`config.mk`:
```
export PLATFORM = sky130hd
export DESIGN_NAME = sign_extend_26x32
export DESIGN_NICKNAME = d
export VERILOG_FILES = /design/src/rtl/sign_extend_26x32_pkg.sv /design/src/rtl/sign_extend_26x32_sext_core.sv /design/src/rtl/sign_extend_26x32.sv
export SDC_FILE = /design/constraint.sdc
export NUM_CORES = 1
export LEC_CHECK = 0
export BUFFER_PORTS_ARGS = -buffer_cell sky130_fd_sc_hd__buf_2
export CAP_MARGIN = 15
export CORE_MARGIN = 4
export CORE_UTILIZATION = 43
export DETAILED_ROUTE_END_ITERATION = 10
export GPL_TIMING_DRIVEN = 0
export PLACE_DENSITY_LB_ADDON = 0.15
export SYNTH_ARGS = -nofsm -noshare
export SYNTH_HDL_FRONTEND = slang
export SYNTH_SLANG_ARGS = --single-unit
export TNS_END_PERCENT = 30
```
`constraint.sdc`:
```
create_clock -name clk -period 1.9 [get_ports clk]
set_input_delay 0.38 -clock clk [delete_from_list [all_inputs] [get_ports clk]]
set_output_delay 0.38 -clock clk [all_outputs]
set_load 0.01 [all_outputs]
```
`src/rtl/sign_extend_26x32_pkg.sv`:
```
// sign_extend_26x32_pkg: shared widths and extension-mode encoding
package sign_extend_26x32_pkg;
   localparam int IN_W_DEF   = 26;
   localparam int OUT_W_DEF  = 32;
   localparam int JT_PC_BITS = 4;
   typedef enum logic {EXT_SIGN = 1'b0, EXT_ZERO = 1'b1} ext_mode_e;
endpackage

```
`src/rtl/sign_extend_26x32_sext_core.sv`:
```
// sign_extend_26x32_sext_core: combinational sign/zero extension of a narrow field
module sign_extend_26x32_sext_core
   import sign_extend_26x32_pkg::*;
#(
   parameter int IN_W  = IN_W_DEF,
   parameter int OUT_W = OUT_W_DEF
) (
   input  logic [IN_W-1:0]  in_i,
   input  ext_mode_e        mode_i,
   output logic [OUT_W-1:0] out_o
);
   logic fill;
   // fill bit is the field's MSB in sign mode and zero in zero mode
   always_comb begin
      fill  = (mode_i == EXT_SIGN) ? in_i[IN_W-1] : 1'b0;
      out_o = {{(OUT_W-IN_W){fill}}, in_i};
   end
endmodule

```
`src/rtl/sign_extend_26x32.sv`:
```
// sign_extend_26x32: 26->32 bit extension with optional registered copy;
// define SIGNEXT_JUMP_TARGET_EN to add the J-type jump-target outputs
module sign_extend_26x32
   import sign_extend_26x32_pkg::*;
#(
   parameter int IN_W    = IN_W_DEF,
   parameter int OUT_W   = OUT_W_DEF,
   parameter bit REG_OUT = 1'b1
) (
   input  logic             clk,
   input  logic             reset,
   input  logic [IN_W-1:0]  Input_26,
   input  logic             zero_ext,
   input  logic             in_valid,
`ifdef SIGNEXT_JUMP_TARGET_EN
   input  logic [JT_PC_BITS-1:0] pc_hi,
   output logic [31:0]      jump_target,
   output logic [31:0]      jump_target_q,
`endif
   output logic [OUT_W-1:0] Output_32,
   output logic [OUT_W-1:0] ext_q,
   output logic             ext_valid_q,
   output logic             neg_q
);
   logic sign_flag;
   sign_extend_26x32_sext_core #(.IN_W(IN_W), .OUT_W(OUT_W)) u_core (
      .in_i   (Input_26),
      .mode_i (ext_mode_e'(zero_ext)),
      .out_o  (Output_32)
   );
   assign sign_flag = Input_26[IN_W-1] & ~zero_ext;
`ifdef SIGNEXT_JUMP_TARGET_EN
   assign jump_target = {pc_hi, Input_26, 2'b00};
`endif
   if (REG_OUT) begin : g_reg
      logic [OUT_W-1:0] ext_d;
      logic             neg_d;
      // a new valid input overwrites the held result; otherwise hold it
      always_comb begin
         ext_d = in_valid ? Output_32 : ext_q;
         neg_d = in_valid ? sign_flag : neg_q;
      end
      // reset wins over in_valid; valid flag lasts one cycle per input
      always_ff @(posedge clk) begin
         if (reset) begin
            ext_q       <= '0;
            neg_q       <= 1'b0;
            ext_valid_q <= 1'b0;
         end else begin
            ext_q       <= ext_d;
            neg_q       <= neg_d;
            ext_valid_q <= in_valid;
         end
      end
`ifdef SIGNEXT_JUMP_TARGET_EN
      logic [31:0] jt_d;
      // jump target follows the same capture rules as ext_q
      always_comb jt_d = in_valid ? jump_target : jump_target_q;
      // registered jump target, cleared by reset
      always_ff @(posedge clk) jump_target_q <= reset ? 32'd0 : jt_d;
`endif
   end else begin : g_noreg
      assign ext_q       = '0;
      assign neg_q       = 1'b0;
      assign ext_valid_q = 1'b0;
`ifdef SIGNEXT_JUMP_TARGET_EN
      assign jump_target_q = 32'd0;
`endif
   end
endmodule

```
==> results.yml <==
floorplan:
  fp.dieW_microns: 63.0
  io_pins: 96
  die_h_microns: 63.0
  core_area_sq_um: 2830
  start_util_pct: 45.9
  fp.dieArea_sq_um: 3960
  row_count: 19
critical_path:
  rr_worst_depth: 2
  worst-setup-path-type: "in -> out"
  cp-start-kind: "primary input"
  crit_arrival_ns: 1.14
  cp.required_ns: 1.52
  r2r-end: "ext_q[26]$_SDFFE_PP0P_"
  cp-end-kind: "output pin"
  reg2reg_from: "ext_q[26]$_SDFFE_PP0P_"
  critPathMaxFanout: 7
  reg2reg_slack_ns: 1.07
synth:
  syn_avg_cell_area_sq_um: 10.1
  synthFlopType: "dfxtp_1"
  synth_cell_types: 11
  yosysMostFrequentCell: "buf_4"
  yosysTopAreaCellShare_pct: 43.2
  synth_top_family_by_area: "buffers and inverters"
  yosys_warnings: 0
  synthMuxAreaShare_pct: 20.0
  synth_edf_count: 0
  synth_nets: 158
  yosys.area_share.simple_pct: 9.15
  synth_common_cells: "buf_4 (39), dfxtp_1 (28), mux2i_1 (26), nor2_1 (26)"
  synth_area_sq_um: 1300
  ys_ff_latch: 28
  yosys-top-cells-area: "dfxtp_1 (43%), buf_4 (23%), mux2i_1 (20%)"
  ys_async_sr_fraction_pct: 0
  yosys.area_share.adder_pct: 0
  synth_top_area_cell: "dfxtp_1"
  ys_seq_area_share_pct: 43.2
  synth_compound_area_share_pct: 0.578
  synth_xor_xnor_area_share_pct: 0
  postSynthCellCount: 128
power:
  power.leakage_nw: 1.11
  pwr_density_cell_nw_per_um2: 704
  power_mw: 1.31
  ir_worst_vdd_mv: 0.449
global_routing:
  grt_pass1_wl_mm: 4.44
  track_usage_pct: 13.3
  antenna_found_initial: 0
  first_global_vias: 1088
  grt_max_degree: 17
  gr-total-overflow: 0
cts:
  htree_levels: 1
  cts-resized-gates: 0
  post-cts-setup-buffers: 0
  clk_pin_slew_ns: 0.15
  numCtsBuffers: 3
  clock_latency_ns: 0.31
  cts_max_path_buffers: 2
  cts_sinks: 28
  cts_tree: "done"
  root_buffer: "clkbuf_4"
  cts_hold_buf: 0
layout:
  area_growth_pct: 42.9
  drive_gt1_share_pct: 61.8
  antenna_cells: 0
  finalCoreUtilization_pct: 65.6
  stdcell_area_sq_um: 1860
  nets: 256
  multi_input_area_sq_um: 387
  regArea_sq_um: 561
  fill_cells: 235
timing:
  max_freq_mhz: 657
  slew_headroom_pct: 72.7
  period_minus_slack_ns: 1.52
  fin_skew_ns: 0
  finalCritPeriodShare_pct: 80.1
  rsz0062_at_grt: "no"
  tns_ns: 0
  hold_viol: 0
  worst_pin_slew_ns: 0.409
  setup_viol: 0
  maxSlewViolCount: 0
  fin_hold_ws_ns: 0.288
detailed_routing:
  routed_wl_mm: 2.70
  drtIter0Drc: 19
  dr.pass1.iters: 4
  ant_nets: 0
  route.detailed.drc: 0
  vias: 1096
  wl_per_cell_microns: 10.5
  vias_per_cell: 4.28
outcome:
  outcome: "finished clean"
min_path:
  hold_start: "reset"
  hold_end: "ext_q[0]$_SDFFE_PP0P_"
  hold_class: "in -> reg"
  holdPathStages: 2
placement:
  dp.final_hpwl_mm: 2.24
  place_congestion: 0.697
  placed_area_sq_um: 1800
  io_buffers: 93
run:
  maxCapViolations: 0
metrics by stage:
stage / cells / setup WS, ns
3_3_place_gp: 252 / 0.416
5_1_grt: 256 / 0.285
6_report: 256 / 0.378
3_5_place_dp: 252 / 0.368
4_1_cts: 256 / 0.368
2_1_floorplan: 128 / 0.655
power by group:
group / internal [mW] / leakage, nW / switching [mW]
sequential: 0.622 / 0.231 / 0.0163
clock: 0.213 / 0.0279 / 0.165
combinational: 0.160 / 0.850 / 0.130
cell families (layout without fill, tap and decap cells):
group,after synthesis,in the layout
simple gates,29,29
buf+inv,44,141
compound gates,1,1
mux,26,26
flops,28,28
how the worst max path moves through the flow:
stage / start / end / slack (ns) / cells past startpoint
final: Input_26[25] / Output_32[27] / 0.38 / 4
after detailed placement: Input_26[25] / Output_32[27] / 0.37 / 4
after CTS: Input_26[25] / Output_32[27] / 0.37 / 4
after global routing: Input_26[25] / Output_32[28] / 0.28 / 4
after floorplan: Input_26[25] / Output_32[26] / 0.65 / 2
after global placement: Input_26[25] / Output_32[28] / 0.42 / 4
layout make-up:
| cell class | count | area share (%) |
|---|---|---|
| clock inverter | 1 | 1.62 |
| multi-input combinational | 56 | 20.8 |
| timing repair buffer | 93 | 25.1 |
| tap | 31 | 2.09 |
| clock buffer | 3 | 1.21 |
| sequential | 28 | 30.2 |
| buffer | 44 | 18.9 |
routing by layer:
metal  wire length (microns)  share of wire (%)  global-route usage, %  up-vias
met5                       0                  0                      0        -
met4                      12               0.45                   2.48        0
met3                     310                 12                   4.86        2
met2                    1360                 51                   25.7       54
met1                    1010                 37                   13.6      477
li1                        -                  -                      -      563
cell usage in the layout (no fill, tap or decap), drive strengths merged:
master and count:
dfxtp 28, nor3b 1, buf 135, nor2b 1, mux2i 26, clkbuf 5
a21o 1, and2b 1, nor2 26, bufinv 1
sequential cells by signal, summed over array words and instances (netlist names):
register	flops
ext_q	27
ext_valid_q	1
worst max-delay path: stages:
cell and delay, ns:
buf_2 0.09, nor2b_1 0.36, buf_4 0.18, buf_2 0.12
(Power assumes the default switching activity.)
